$ cat config.mk
export PLATFORM = sky130hd
export DESIGN_NAME = hamming_reg_ctrl_flat
export DESIGN_NICKNAME = d
export VERILOG_FILES = /design/src/rtl/hamming_reg_ctrl_if.sv /design/src/rtl/hamming_reg_ctrl.sv /design/src/flat_wrapper.sv
export SDC_FILE = /design/constraint.sdc
export NUM_CORES = 1
export LEC_CHECK = 0
export BUFFER_PORTS_ARGS = -buffer_cell sky130_fd_sc_hd__buf_2
export CAP_MARGIN = 15
export CORE_AREA = 2 2 211 213
export DETAILED_ROUTE_END_ITERATION = 7
export DIE_AREA = 0 0 213 215
export PLACE_DENSITY = 0.5
export RECOVER_POWER = 100
export REMOVE_ABC_BUFFERS = 1
export SLEW_MARGIN = 20
export SYNTH_ARGS = -nofsm -noshare
export SYNTH_HDL_FRONTEND = slang
export SYNTH_SLANG_ARGS = --single-unit
$ cat constraint.sdc
create_clock -name clk -period 2.45 [get_ports clk]
set_input_delay 0.49 -clock clk [delete_from_list [all_inputs] [get_ports clk]]
set_output_delay 0.49 -clock clk [all_outputs]
set_load 0.02 [all_outputs]
$ cat src/rtl/hamming_reg_ctrl_if.sv
// Host-side bundle for the Hamming shift-register sequencer.
// It carries the command, serial-in, serial-out and response channels.
// "master" is the host/bench side and "slave" is the controller side.
interface hamming_reg_ctrl_if #(
    parameter int WIDTH = 128,
    parameter int LEN_W = 8
) ();
    // command channel
    logic              cmd_valid;
    logic              cmd_ready;
    logic [1:0]        cmd_op;
    logic [LEN_W-1:0]  cmd_len;
    logic [WIDTH-1:0]  cmd_data;

    // serial bits into the register
    logic              si_valid;
    logic              si_ready;
    logic              si_data;

    // serial bits leaving the register
    logic              so_valid;
    logic              so_ready;
    logic              so_data;

    // response channel carrying the corrected register contents
    logic              rsp_valid;
    logic              rsp_ready;
    logic [WIDTH-1:0]  rsp_data;

    modport master (
        output cmd_valid, cmd_op, cmd_len, cmd_data,
        input  cmd_ready,
        output si_valid, si_data,
        input  si_ready,
        input  so_valid, so_data,
        output so_ready,
        input  rsp_valid, rsp_data,
        output rsp_ready
    );

    modport slave (
        input  cmd_valid, cmd_op, cmd_len, cmd_data,
        output cmd_ready,
        input  si_valid, si_data,
        output si_ready,
        output so_valid, so_data,
        input  so_ready,
        output rsp_valid, rsp_data,
        input  rsp_ready
    );
endinterface

$ cat src/rtl/hamming_reg_ctrl.sv
// Command sequencer for the Hamming-protected shift register.
// It takes one host command at a time: LOAD, SHR by N, SHL by N, or READ.
// Serial bits stream through the register during shifts.
// Each command ends with enable-low settle cycles so that the register writes back
// its single-bit correction. The corrected contents are then returned as a response.
module hamming_reg_ctrl #(
    parameter int WIDTH         = 128,
    parameter int LEN_W         = 8,
    parameter int SETTLE_CYCLES = 1
) (
    input  logic                 clk,
    input  logic                 rst,
    hamming_reg_ctrl_if.slave    bus,
    output logic                 busy_o,
    output logic                 reg_enable_o,
    output logic [1:0]           reg_mode_o,
    output logic                 reg_load_o,
    output logic                 reg_serial_in_o,
    output logic [WIDTH-1:0]     reg_parallel_in_o,
    input  logic                 reg_serial_out_i,
    input  logic [WIDTH-1:0]     reg_parallel_out_i
);

    localparam logic [1:0] OP_LOAD   = 2'b00;
    localparam logic [1:0] OP_SHR    = 2'b01;
    localparam logic [1:0] OP_SHL    = 2'b10;
    localparam logic [1:0] OP_READ   = 2'b11;

    localparam logic [1:0] MODE_SHR  = 2'b00;
    localparam logic [1:0] MODE_SHL  = 2'b01;
    localparam logic [1:0] MODE_HOLD = 2'b11;

    localparam int               SET_W       = (SETTLE_CYCLES > 1) ? $clog2(SETTLE_CYCLES) : 1;
    localparam logic [SET_W-1:0] SETTLE_LAST = SET_W'(SETTLE_CYCLES - 1);
    localparam logic [LEN_W-1:0] LEN_MAX     = LEN_W'(WIDTH);

    typedef enum logic [2:0] {
        ST_IDLE   = 3'd0,
        ST_LOAD   = 3'd1,
        ST_SHIFT  = 3'd2,
        ST_SETTLE = 3'd3,
        ST_RESP   = 3'd4
    } state_t;

    state_t             state_q, state_d;
    logic [1:0]         op_q, op_d;
    logic [LEN_W-1:0]   cnt_q, cnt_d;
    logic [WIDTH-1:0]   data_q, data_d;
    logic [SET_W-1:0]   settle_q, settle_d;
    logic [WIDTH-1:0]   rsp_data_q, rsp_data_d;

    logic               cmd_ready_s;
    logic               si_ready_s;
    logic               so_valid_s;
    logic               so_data_s;
    logic               rsp_valid_s;
    logic               reg_enable_s;
    logic [1:0]         reg_mode_s;
    logic               reg_load_s;
    logic               reg_serial_in_s;
    logic [WIDTH-1:0]   reg_parallel_in_s;
    logic               xfer_s;

    // A bit moves in and out only when a source bit and a sink slot exist together.
    assign xfer_s = bus.si_valid & bus.so_ready;

    // State and datapath registers. Reset drops any command in progress.
    always_ff @(posedge clk or negedge rst) begin
        if (!rst) begin
            state_q    <= ST_IDLE;
            op_q       <= 2'b00;
            cnt_q      <= '0;
            data_q     <= '0;
            settle_q   <= '0;
            rsp_data_q <= '0;
        end else begin
            state_q    <= state_d;
            op_q       <= op_d;
            cnt_q      <= cnt_d;
            data_q     <= data_d;
            settle_q   <= settle_d;
            rsp_data_q <= rsp_data_d;
        end
    end

    // Next-state logic and decode of the register pins and handshake outputs.
    always_comb begin
        state_d           = state_q;
        op_d              = op_q;
        cnt_d             = cnt_q;
        data_d            = data_q;
        settle_d          = settle_q;
        rsp_data_d        = rsp_data_q;
        cmd_ready_s       = 1'b0;
        si_ready_s        = 1'b0;
        so_valid_s        = 1'b0;
        so_data_s         = 1'b0;
        rsp_valid_s       = 1'b0;
        reg_enable_s      = 1'b0;
        reg_mode_s        = MODE_HOLD;
        reg_load_s        = 1'b0;
        reg_serial_in_s   = 1'b0;
        reg_parallel_in_s = '0;

        case (state_q)
            ST_IDLE: begin
                cmd_ready_s = 1'b1;
                if (bus.cmd_valid) begin
                    op_d     = bus.cmd_op;
                    data_d   = bus.cmd_data;
                    settle_d = '0;
                    // A shift longer than the register is the same as a full flush.
                    if (bus.cmd_len > LEN_MAX) begin
                        cnt_d = LEN_MAX;
                    end else begin
                        cnt_d = bus.cmd_len;
                    end
                    case (bus.cmd_op)
                        OP_LOAD: state_d = ST_LOAD;
                        OP_SHR,
                        OP_SHL: begin
                            if (bus.cmd_len == '0) begin
                                state_d = ST_SETTLE;
                            end else begin
                                state_d = ST_SHIFT;
                            end
                        end
                        OP_READ: state_d = ST_SETTLE;
                        default: state_d = ST_IDLE;
                    endcase
                end else begin
                    state_d = ST_IDLE;
                end
            end

            ST_LOAD: begin
                reg_enable_s      = 1'b1;
                reg_load_s        = 1'b1;
                reg_parallel_in_s = data_q;
                state_d           = ST_SETTLE;
            end

            ST_SHIFT: begin
                if (op_q == OP_SHL) begin
                    reg_mode_s = MODE_SHL;
                end else begin
                    reg_mode_s = MODE_SHR;
                end
                // The outgoing bit is the one that leaves on this edge. The in and out
                // handshakes are tied together so that their counts always match.
                so_valid_s = bus.si_valid;
                so_data_s  = reg_serial_out_i;
                si_ready_s = bus.so_ready;
                if (xfer_s) begin
                    reg_enable_s    = 1'b1;
                    reg_serial_in_s = bus.si_data;
                    cnt_d           = cnt_q - LEN_W'(1);
                    if (cnt_q <= LEN_W'(1)) begin
                        state_d = ST_SETTLE;
                    end else begin
                        state_d = ST_SHIFT;
                    end
                end else begin
                    // Stall cycle: enable stays low, so the register can self-correct.
                    state_d = ST_SHIFT;
                end
            end

            ST_SETTLE: begin
                if (settle_q == SETTLE_LAST) begin
                    rsp_data_d = reg_parallel_out_i;
                    settle_d   = '0;
                    state_d    = ST_RESP;
                end else begin
                    settle_d   = settle_q + SET_W'(1);
                    state_d    = ST_SETTLE;
                end
            end

            ST_RESP: begin
                rsp_valid_s = 1'b1;
                if (bus.rsp_ready) begin
                    state_d = ST_IDLE;
                end else begin
                    state_d = ST_RESP;
                end
            end

            default: begin
                state_d = ST_IDLE;
            end
        endcase
    end

    assign bus.cmd_ready     = cmd_ready_s;
    assign bus.si_ready      = si_ready_s;
    assign bus.so_valid      = so_valid_s;
    assign bus.so_data       = so_data_s;
    assign bus.rsp_valid     = rsp_valid_s;
    assign bus.rsp_data      = rsp_data_q;

    assign busy_o            = (state_q != ST_IDLE);
    assign reg_enable_o      = reg_enable_s;
    assign reg_mode_o        = reg_mode_s;
    assign reg_load_o        = reg_load_s;
    assign reg_serial_in_o   = reg_serial_in_s;
    assign reg_parallel_in_o = reg_parallel_in_s;

endmodule
$ cat src/flat_wrapper.sv
// flat-port wrapper written by rule: the top's interface ports become plain ports
module hamming_reg_ctrl_flat 
#(
    parameter int WIDTH         = 128,
    parameter int LEN_W         = 8,
    parameter int SETTLE_CYCLES = 1
)
  (clk, rst, busy_o, reg_enable_o, reg_mode_o, reg_load_o, reg_serial_in_o, reg_parallel_in_o, reg_serial_out_i, reg_parallel_out_i, bus_cmd_valid, bus_cmd_op, bus_cmd_len, bus_cmd_data, bus_cmd_ready, bus_si_valid, bus_si_data, bus_si_ready, bus_so_valid, bus_so_data, bus_so_ready, bus_rsp_valid, bus_rsp_data, bus_rsp_ready);
  hamming_reg_ctrl_if #(.WIDTH(WIDTH), .LEN_W(LEN_W)) bus_i ();
  input  logic clk;
  input  logic rst;
  output logic busy_o;
  output logic reg_enable_o;
  output logic [1:0] reg_mode_o;
  output logic reg_load_o;
  output logic reg_serial_in_o;
  output logic [WIDTH-1:0] reg_parallel_in_o;
  input  logic reg_serial_out_i;
  input  logic [WIDTH-1:0] reg_parallel_out_i;
  input wire logic [$bits(bus_i.cmd_valid)-1:0] bus_cmd_valid;
  input wire logic [$bits(bus_i.cmd_op)-1:0] bus_cmd_op;
  input wire logic [$bits(bus_i.cmd_len)-1:0] bus_cmd_len;
  input wire logic [$bits(bus_i.cmd_data)-1:0] bus_cmd_data;
  output wire logic [$bits(bus_i.cmd_ready)-1:0] bus_cmd_ready;
  input wire logic [$bits(bus_i.si_valid)-1:0] bus_si_valid;
  input wire logic [$bits(bus_i.si_data)-1:0] bus_si_data;
  output wire logic [$bits(bus_i.si_ready)-1:0] bus_si_ready;
  output wire logic [$bits(bus_i.so_valid)-1:0] bus_so_valid;
  output wire logic [$bits(bus_i.so_data)-1:0] bus_so_data;
  input wire logic [$bits(bus_i.so_ready)-1:0] bus_so_ready;
  output wire logic [$bits(bus_i.rsp_valid)-1:0] bus_rsp_valid;
  output wire logic [$bits(bus_i.rsp_data)-1:0] bus_rsp_data;
  input wire logic [$bits(bus_i.rsp_ready)-1:0] bus_rsp_ready;
  assign bus_i.cmd_valid = bus_cmd_valid;
  assign bus_i.cmd_op = bus_cmd_op;
  assign bus_i.cmd_len = bus_cmd_len;
  assign bus_i.cmd_data = bus_cmd_data;
  assign bus_cmd_ready = bus_i.cmd_ready;
  assign bus_i.si_valid = bus_si_valid;
  assign bus_i.si_data = bus_si_data;
  assign bus_si_ready = bus_i.si_ready;
  assign bus_so_valid = bus_i.so_valid;
  assign bus_so_data = bus_i.so_data;
  assign bus_i.so_ready = bus_so_ready;
  assign bus_rsp_valid = bus_i.rsp_valid;
  assign bus_rsp_data = bus_i.rsp_data;
  assign bus_i.rsp_ready = bus_rsp_ready;
  hamming_reg_ctrl #(.WIDTH(WIDTH), .LEN_W(LEN_W), .SETTLE_CYCLES(SETTLE_CYCLES)) u_core (.clk(clk), .rst(rst), .bus(bus_i), .busy_o(busy_o), .reg_enable_o(reg_enable_o), .reg_mode_o(reg_mode_o), .reg_load_o(reg_load_o), .reg_serial_in_o(reg_serial_in_o), .reg_parallel_in_o(reg_parallel_in_o), .reg_serial_out_i(reg_serial_out_i), .reg_parallel_out_i(reg_parallel_out_i));
endmodule
; Word level (Yosys, flattened, before mapping)
; Cells that the tools add are included.
[word_totals]
elab_cells = 61
ff_bits = 270
in_bits = 274
out_inout_bits = 267
[classes]
n_eq_ne = 10
reduce_logical = 11
n_lt_le_gt_ge = 2
bitwise = 2
muxes = 28
add_sub_neg = 2
[ops]
columns = cell, n
row1 = $mux W128, 1
row2 = $mux W8, 3
row3 = $pmux W8 S2, 1
row4 = $mux W1, 15
row5 = $pmux W3 S5, 1
row6 = $mux W3, 3
row7 = $pmux W3 S3, 1
row8 = $gt A8 B8 Y1 const B, 1
row9 = $le A8 B1 Y1 const B, 1
row10 = $logic_not A8 Y1, 1
row11 = $sub A8 B1 Y8 const B, 1
row12 = $eq A2 B2 Y1 const B, 3
row13 = $eq A3 B2 Y1 const B, 2
row14 = $reduce_and A2 Y1, 3
row15 = $pmux W1 S2, 2
row16 = $reduce_bool A2 Y1, 2
row17 = $eq A3 B1 Y1 const B, 1
row18 = $eq A3 B3 Y1 const B, 1
row19 = $logic_not A3 Y1, 1
row20 = $reduce_and A3 Y1, 1
row21 = $reduce_bool A3 Y1, 1
row22 = $eq A2 B1 Y1 const B, 1
row23 = $logic_not A2 Y1, 1
row24 = $mux W2, 1
row25 = 6 further kinds, 6

; Logic depth before layout (Yosys ltp)
; Gate-level depths: netlist of run 1.
[logic_depth]
word_depth = 5
ltp_mapped = 7
mapped_depth_nobuf = 6

; Least setup slack after synthesis of run 1
; OpenSTA, ideal clock, no wires.
[synth_timing]
kind = register to output
startpoint = reg u_core.state_q[2]
endpoint = out reg_parallel_in_o[100]
n_path_buf = 2
t_arrival_ps = 1418
path_slack_ps = 542
path_stages_with_launch = 5
t_required_ps = 1960
cell_sequence = dfrtp_1 nor3b_2 buf_2 clkbuf_1 and2_1
[synth_between]
elab_chain_len = 2
[synth_rtl]
columns = element, line_no
row1 = "start, declared", hamming_reg_ctrl.sv:45  ; state_t state_q, state_d;
row2 = "start signal, assigned", hamming_reg_ctrl.sv:77  ; state_q <= state_d;
row3 = $eq A3 B1 Y1, hamming_reg_ctrl.sv:105  ; case (state_q)
row4 = $mux W128, hamming_reg_ctrl.sv:105
row5 = "end, declared", flat_wrapper.sv:17  ; output logic [WIDTH-1:0] reg_parallel_in_o;
; No other way between the ends.

; Worst setup path after layout of run 1
[layout_timing]
startpoint = reg u_core.state_q[2]
endpoint = out reg_parallel_in_o[59]
; The elaborated chain is that of the path after synthesis.

==> results of run 1 <==
-- metal layers --
layer	share of wire (%)	up-vias
met1	40	4585
li1	-	4472
met5	0.070	-
met3	7.6	43
met4	2.1	4
met2	50	340
-- final cells by class --
cell class	instances	area, sq um
Fill cell	4437	26900
Multi-Input combinational cell	715	4380
Inverter	10	37.5
Sequential cell	269	6740
Clock inverter	13	92.6
Antenna cell	2	5.00
Tap cell	592	741
Clock buffer	47	970
Timing Repair Buffer	581	3810
-- worst max-delay path, delay by kind of cell (launching register included) --
family	cells	cell delay [ns]
buffers and inverters	4	0.62
DFF	1	0.42
and+or+nand+nor	2	0.36
-- power by group --
part	switching, uW	total (uW)	internal [uW]
combinational	5540	9340	3810
sequential	1230	7920	6690
clock	2010	4800	2780
-- cells by family after synthesis --
family          Yosys count
simple gates            547
flops                   269
mux                     128
buf+inv                  68
compound gates           36
fa+ha+maj                 4
-- registers in the layout, summed over array words and instances, names as in the netlist --
register             flops
u_core.op_q              2
u_core.cnt_q             8
u_core.state_q           3
u_core.data_q          128
u_core.bus.rsp_data    128
-- placed cells by master (no fill, tap or decap), types with 3 or more instances in the layout --
master and count:
a21oi_1 5, a31oi_1 6, and2_0 4, and2_1 47, and2_4 81, buf_12 5, buf_2 282, buf_4 19
buf_6 122, buf_8 5, clkbuf_1 137, clkbuf_16 38, clkbuf_2 9, clkbuf_8 7, clkinv_2 7, dfrtp_1 266
dfrtp_2 3, ha_1 4, inv_1 9, mux2_2 128, nand2_1 388, nor2_1 10, o21ai_0 17
-- what timing repair did --
action | in CTS | in global routing
hold buffers | 1 | 0
setup endpoints to repair | 130 | 121
endpoints found under the hold margin | 47 | 0
pin swaps | 2 | 34
gates cloned | 2 | 6
setup buffers | 8 | 2
gates resized for setup | 35 | 307
-- stage by stage --
| stage | util (%) | instances |
|---|---|---|
| 2_1_floorplan | - | 994 |
| 3_3_place_gp | 33.7 | 2148 |
| 3_5_place_dp | 33.7 | 2148 |
| 4_1_cts | 36.7 | 2219 |
| 5_1_grt | 38.4 | 2229 |
| 6_report | 38.4 | 2229 |
-- how the worst max path moves through the flow --
stage                           start                      to  slack (ns)  cells past startpoint
global route        u_core.state_q[2]  reg_parallel_in_o[102]       -0.09                      6
CTS                 u_core.state_q[1]   reg_parallel_in_o[79]       -0.11                      6
finish              u_core.state_q[2]   reg_parallel_in_o[59]        0.02                      6
global placement    u_core.state_q[0]   reg_parallel_in_o[55]        0.47                      5
floorplan               bus_cmd_valid         u_core.cnt_q[0]       -5.17                      4
detailed placement  u_core.state_q[0]   reg_parallel_in_o[69]        0.39                      5
==> impl_metrics.yaml, run 1 <==
worst_setup_path:
  rr_worst_depth: 5
  slowest_stage: "dfrtp_2"
  endpoint_kind: "output pin"
  crit_required_ns: 1.96
  reg2reg_from: "u_core.state_q[1]"
  crit_chain: "nor3b_4 -> buf_6 -> clkbuf_16 -> clkbuf_16 -> and2_1 -> buf_6"
  critPathLaunchType: "register"
  worstSetupPathType: "register to output pin"
  r2r_slack_ns: 0.16
  critical-path-max-stage-delay_ns: 0.42
  cp_max_fo: 16
  reg2reg_to: "u_core.bus.rsp_data[116]"
  cp.arrival_ns: 1.94
global_route:
  grt_pass1_vias: 9812
  met1_usage_pct: 19.3
  use_met3_pct: 4.75
  grt_usage_pct: 16.1
  grtUsageMet2_pct: 27.4
  top_usage_layer: "met2"
  grt_antenna_before_repair: 4
  grt_max_degree: 110
  grt_overflow_total: 0
  grt_pass1_wl_um: 56800
synth:
  muxShareOfSynthArea_pct: 12.9
  synth_compound_area_share_pct: 1.90
  synthArstFlopShare_pct: 100
  synth_top_area_share_pct: 60.2
  synthSimpleGateAreaFrac_pct: 21.9
  yosys.area.top_type: "dfrtp_1"
  syn_area_sq_um: 11200
  synth.most_common_cell: "nand2_1"
  ys_seq_elements: 269
  yosysUniqueCellTypes: 33
  synth_area_leaders: "dfrtp_1 60%, nand2_1 13%, mux2_2 13%"
  synth_top_family_by_area: "simple AND/OR/NAND/NOR gates"
  synth_xor_area_share_pct: 0
  synth-edff-count: 0
  synthCells: 1052
  synth_commonest_cells: "389 x nand2_1, 269 x dfrtp_1, 132 x and2_1, 128 x mux2_2, 34 x buf_2"
  yosysWarningCount: 0
  synth_flop_cell: "dfrtp_1"
  synthAdderAreaFrac_pct: 0.447
  avgSynthCellArea_sq_um: 10.6
  yosysSeqAreaShare_pct: 60.2
sta:
  hold_viol: 0
  tightestPinTransition_ns: 1.63
  slew_headroom_pct: -8.75
  fin_crit_sh_pct: 99.1
  finalSetupViolCount: 0
  fin_ws_ns: 0.0224
  rsz0062_at_grt: "yes"
  finalCriticalPeriod_ns: 2.43
  slew_viol_final: 54
  hold_slack_ns: 0.145
  fin_skew_ns: 0.0174
  timing.fmax_mhz: 412
  fin_tns_setup_ns: 0
drt:
  drt_iter0_markers: 509
  wl_um: 38400
  drc: 0
  firstDrtPassIters: 4
  viasPerCell: 4.24
  routed-via-count: 9444
  drtAntennaViolNets: 0
  route.detailed.wl_per_inst_um: 17.2
final_layout:
  syn_to_final_growth_pct: 49.9
  fin_area_sq_um: 16800
  drive_gt1_share_pct: 44.2
  final_nets: 1889
power_and_ir_drop:
  total_power_uw: 22100
  ir_drop_mv: 0.723
  power.leakage_uw: 0.00841
  p_per_area_nw_per_um2: 1320
min_path:
  min_from: "bus_cmd_data[38]"
  hold_depth: 3
  hold_path.class: "input pin to register"
  holdPathEnd: "u_core.data_q[38]"
flow_run:
  drv_cap: 1
cts:
  clock_path_buffers: 3
  cts_tree: "done"
  htreeDepth: 2
  clk_latency_ns: 0.53
  clock-root-buffer: "clkbuf_16"
  cts_made_buffers: 34
  clock-sinks: 269
  clk_pin_slew_ns: 0.06
die:
  dieArea_sq_um: 45800
  initial_core_util_pct: 25.6
  fp.dieH_um: 215
  io-pin-count: 541
  dieWidth_um: 213
  coreArea_sq_um: 43600
  row_count: 77
placement:
  gp_congestion: 0.829
  portBuffers: 540
  hpwl_um: 27200
  pre_cts_ws_ns: 0.390
  place_area_sq_um: 14700
outcome:
  outcome: "complete, but fails checks"
  failed_checks: "max-capacitance violations, max-slew violations"
(Power assumes the default switching activity.)
==> inputs of run 2 (changes only) <==
ABC_AREA = 1   (was unset)
==> run 2 against run 1 <==
Net effect: the run ends with max-capacitance violations, negative setup slack left; critical path depth increased by 1; flip-flop and latch count unchanged; register-to-register slack got worse by 0.04 ns; area after synthesis increased by 0.39%; sequential power fell by 4.5%; via count up 1.9%; die area did not move; fmax fell by 4.7%; clock skew shrank 0.0014 ns; non-clock buffer count is 10 higher; largest cell class unchanged.
==> impl_metrics.yaml, run 2 <==
synth:
  yosys.area.top_type: "dfrtp_1"
  yosysWarningCount: 0
  syn_area_sq_um: 11200
  synth_flop_cell: "dfrtp_1"
  yosysUniqueCellTypes: 24
  synthArstFlopShare_pct: 100
  synth_area_leaders: "dfrtp_1 60%, mux2_1 11%, nand2_1 6.1%"
  synthCells: 1105
  synth-edff-count: 0
  synth_commonest_cells: "269 x dfrtp_1, 184 x nand2_1, 150 x inv_1, 148 x nor2_1, 112 x o21ai_1"
  synth.most_common_cell: "dfrtp_1"
  ys_seq_elements: 269
  yosysSeqAreaShare_pct: 59.9
  synth_top_area_share_pct: 59.9
  avgSynthCellArea_sq_um: 10.2
power_and_ir_drop:
  total_power_uw: 22100
  power.leakage_uw: 0.00813
  p_per_area_nw_per_um2: 1290
  ir_drop_mv: 0.653
sta:
  fin_crit_sh_pct: 104
  hold_slack_ns: 0.127
  hold_viol: 0
  finalSetupViolCount: 123
  slew_headroom_pct: 0.483
  fin_ws_ns: -0.0968
  fin_skew_ns: 0.0160
  tightestPinTransition_ns: 1.49
  rsz0062_at_grt: "yes"
  timing.fmax_mhz: 393
  slew_viol_final: 0
  finalCriticalPeriod_ns: 2.55
worst_setup_path:
  worstSetupPathType: "register to output pin"
  reg2reg_from: "u_core.state_q[2]"
  startpoint: "u_core.state_q[0]"
  endpoint_kind: "output pin"
  critPathLaunchType: "register"
  crit_required_ns: 1.96
  cp.arrival_ns: 2.06
  cp_max_fo: 8
drt:
  drtAntennaViolNets: 0
  route.detailed.wl_per_inst_um: 16.4
  drt_iter0_markers: 406
  routed-via-count: 9621
  wl_um: 37500
  firstDrtPassIters: 4
  viasPerCell: 4.20
  drc: 0
cts:
  clk_latency_ns: 0.57
  clk_pin_slew_ns: 0.06
  cts_made_buffers: 31
  clock-sinks: 269
  clock-root-buffer: "clkbuf_16"
  cts_tree: "done"
  clock_path_buffers: 3
  htreeDepth: 1
die:
  initial_core_util_pct: 25.7
  row_count: 77
  dieWidth_um: 213
  dieArea_sq_um: 45800
  io-pin-count: 541
  fp.dieH_um: 215
  coreArea_sq_um: 43600
final_layout:
  regArea_sq_um: 6730
  syn_to_final_growth_pct: 52.5
  fin_area_sq_um: 17100
  final_cell_mix: "283 x buf_2, 267 x dfrtp_1, 184 x nand2_1"
  instances_no_fill: 2289
  final_util_pct: 39.3
  layout_commonest_cell: "buf_2"
  nFillCells: 4409
  drive_gt1_share_pct: 38.3
  multi_input_area_sq_um: 4210
  final_nets: 1948
outcome:
  outcome: "complete, but fails checks"
  failed_checks: "max-capacitance violations, negative setup slack"
placement:
  place_area_sq_um: 14700
  hpwl_um: 25500
  dp_cells: 2208
  gp_congestion: 0.810
  portBuffers: 540
global_route:
  grt_overflow_total: 0
  grt_pass1_wl_um: 54300
  grt_max_degree: 59
  grt_antenna_before_repair: 8
  grt_pass1_vias: 9810
  grt_usage_pct: 15.0
flow_run:
  drv_cap: 1
min_path:
  min_from: "reg_parallel_out_i[87]"
  hold_path.class: "input pin to register"
==> run 2: worst paths after layout <==
check,cells past startpoint,slack [ns],to
hold / removal,2,0.13,u_core.bus.rsp_data[87]
setup reg to reg,5,0.12,u_core.bus.rsp_data[77]
min in group asynchronous,2,0.86,u_core.data_q[50]
hold reg to reg,1,0.49,u_core.bus.rsp_data[93]
max in group asynchronous,3,0.38,u_core.data_q[104]
setup / recovery,7,-0.1,reg_parallel_in_o[63]
==> run 2: area by class of cell <==
type                            count  area share (%)
Tap cell                          592            4.32
Sequential cell                   269            39.3
Clock buffer                       47            5.35
Multi-Input combinational cell    623            24.6
Timing Repair Buffer              591            22.4
Inverter                          154            3.43
Antenna cell                        3          0.0438
Clock inverter                     10           0.555
==> run 2: stage by stage <==
| step | TNS [ns] | setup WS, ns |
|---|---|---|
| after floorplan | -434.57 | -2.53 |
| after global placement | 0 | 0.503 |
| after detailed placement | 0 | 0.438 |
| after CTS | -9.86 | -0.104 |
| after global routing | -18.21 | -0.169 |
| final | -4.62 | -0.0968 |
==> run 2: repair_timing <==
item,CTS,global route
hold buffers,1,0
gates resized for setup,257,150
pin swaps,1,2
setup endpoints to repair,121,130
cloned,6,7
hold endpoints to repair,41,0
buffers inserted,6,1
==> run 2: cells by family (layout without fill, tap and decap cells) <==
family	Yosys count	after routing	synth area share, %
flip-flops	269	269	59.9
other	0	3	0
AO/OA/AOI/OAI	141	141	6.31
buffers and inverters	213	802	8.43
AND/OR/NAND/NOR	350	350	12.1
multiplexers	128	128	12.8
adder cells (fa/ha/maj)	4	4	0.446
==> run 2: power breakdown <==
group / total [uW] / switching [uW] / internal, uW / leakage (uW)
Combinational: 9960 / 6440 / 3510 / 0.00441
Sequential: 7560 / 877 / 6680 / 0.00323
Clock: 4560 / 1880 / 2680 / 0.000493
==> run 2: worst max-delay path, stage by stage, from the launching register on <==
cell and delay [ns]:
dfrtp_1 0.37, inv_2 0.06, nor3_4 0.26, clkinv_4 0.16, buf_12 0.18, buf_16 0.16, nor2_4 0.14, buf_6 0.13
==> run 2: metal layers <==
layer	track usage, %	vias up	part of all wire [%]
li1	-	4603	-
met2	26.0	414	49
met1	17.6	4528	39
met4	4.24	6	2.4
met5	0	-	0.096
met3	4.92	70	10
==> inputs of run 3 (changes only) <==
CORE_AREA = 2 2 249 153   (was 2 2 211 213)
DIE_AREA = 0 0 251 155   (was 0 0 213 215)
PLACE_DENSITY = 0.57   (was 0.5)
==> run 3 against run 2 <==
Net effect: the flow finishes with violations (max-capacitance violations, max-slew violations); clock skew grew 0.00063 ns; worst setup slack gained 0.14 ns; non-clock buffer count shrank 30; flip-flop and latch count is the same; combinational power shrank 18%; global-route usage grew 1.4 points; via count shrank 3.7%; critical path type unchanged; critical endpoint is now reg_parallel_in_o[79].
==> impl_metrics.yaml, run 3 (synthesis gave the netlist of run 2 again) <==
outcome:
  outcome: "complete, but fails checks"
  failed_checks: "max-capacitance violations, max-slew violations"
global_route:
  grt_pass1_vias: 9264
  grt_pass1_wl_um: 50900
  grt_max_degree: 96
  grt_antenna_before_repair: 5
  grt_usage_pct: 16.4
  grt_overflow_total: 0
drt:
  drtAntennaViolNets: 0
  route.detailed.wl_per_inst_um: 15.7
  firstDrtPassIters: 5
  drt_iter0_markers: 439
  wl_um: 33600
  routed-via-count: 9263
  drc: 0
  viasPerCell: 4.33
worst_setup_path:
  startpoint: "u_core.state_q[2]"
  cp_max_fo: 65
  worstSetupPathType: "register to output pin"
  rr_worst_depth: 4
  crit_required_ns: 1.96
  reg2reg_to: "u_core.bus.rsp_data[79]"
  endpoint_kind: "output pin"
  reg2reg_from: "u_core.state_q[0]"
  cp.arrival_ns: 1.92
  critPathLaunchType: "register"
  r2r_slack_ns: 0.14
cts:
  htreeDepth: 1
  clock-root-buffer: "clkbuf_16"
  cts_made_buffers: 26
  clk_pin_slew_ns: 0.07
  clk_latency_ns: 0.54
  clock-sinks: 269
  cts_tree: "done"
  clock_path_buffers: 3
die:
  io-pin-count: 541
  dieWidth_um: 251
  fp.dieH_um: 155
  coreArea_sq_um: 36900
  dieArea_sq_um: 38900
  initial_core_util_pct: 30.5
  row_count: 55
final_layout:
  syn_to_final_growth_pct: 36.3
  final_nets: 1913
  layout_commonest_cell: "buf_2"
  fin_area_sq_um: 15300
  drive_gt1_share_pct: 30.3
  final_cell_mix: "347 x buf_2, 267 x dfrtp_1, 183 x nand2_1"
  instances_no_fill: 2139
sta:
  slew_headroom_pct: -7.27
  timing.fmax_mhz: 415
  hold_slack_ns: 0.151
  fin_crit_sh_pct: 98.4
  rsz0062_at_grt: "yes"
  slew_viol_final: 65
  finalCriticalPeriod_ns: 2.41
  tightestPinTransition_ns: 1.61
  hold_viol: 0
  fin_skew_ns: 0.0166
  finalSetupViolCount: 0
power_and_ir_drop:
  ir_drop_mv: 0.550
  total_power_uw: 20100
  power.leakage_uw: 0.00775
  p_per_area_nw_per_um2: 1320
min_path:
  hold_depth: 2
  holdPathEnd: "u_core.bus.rsp_data[27]"
  hold_path.class: "input pin to register"
  min_from: "reg_parallel_out_i[27]"
placement:
  hpwl_um: 25100
  dp_cells: 2087
  place_area_sq_um: 14400
  portBuffers: 540
  gp_congestion: 0.823
flow_run:
  drv_cap: 1
run 3: cell count changes in the layout (fill, tap and decap cells not counted), sizes merged:
cell and delta:
diode -1, bufinv +3, buf -42, clkinvlp +2, inv -2, clkinv -1
clkbuf -1
run 3: metal layers:
| layer | share of wire (%) | track usage [%] |
|---|---|---|
| met1 | 43 | 20.5 |
| met2 | 48 | 28.1 |
| met4 | 2.0 | 4.37 |
| met3 | 7.3 | 4.63 |
| met5 | 0 | 0 |
run 3: critical path, cell delays in order (launching register included):
cell and delay, ns:
dfrtp_2 0.44, nor3_4 0.24, inv_4 0.10, buf_16 0.22, nor2_1 0.16, buf_2 0.19
run 3: worst max-delay path by stage:
stage | end
after floorplan | u_core.bus.rsp_data[100]
after global placement | reg_parallel_in_o[96]
after detailed placement | reg_parallel_in_o[96]
after CTS | reg_parallel_in_o[79]
after global routing | reg_parallel_in_o[101]
final | reg_parallel_in_o[79]
run 3: what timing repair did:
action | in CTS | in global routing
hold buffers | 1 | 0
endpoints found under the hold margin | 56 | 0
setup buffers | 2 | 0
pin swaps | 1 | 0
resized for setup | 8 | 52
gates cloned | 1 | 0
endpoints found under the setup margin | 129 | 82
run 3: through the flow:
step           utilization, %  TNS [ns]  worst slack [ns]
3_5_place_dp             39.1         0             0.418
4_1_cts                  41.8  -0.00263          -0.00163
3_3_place_gp             39.1         0             0.432
6_report                 41.5         0            0.0388
5_1_grt                  41.5     -1.43           -0.0475
2_1_floorplan               -   -434.57             -2.53
run 3: cell type report:
type,instances,area (sq um)
Multi-Input combinational cell,623,3570
Timing Repair Buffer,561,2890
Inverter,154,584
Clock inverter,12,175
Clock buffer,34,752
Antenna cell,2,5.00
Tap cell,484,606
Fill cell,3766,21600
Sequential cell,269,6730
run 3: power by group:
part           internal, uW  leakage (uW)  total (uW)  switching [uW]
logic                  2670       0.00408        8210            5540
registers              6680       0.00323        7580             901
clock network          2580      0.000448        4350            1770
total                 11900       0.00775       20100            8200
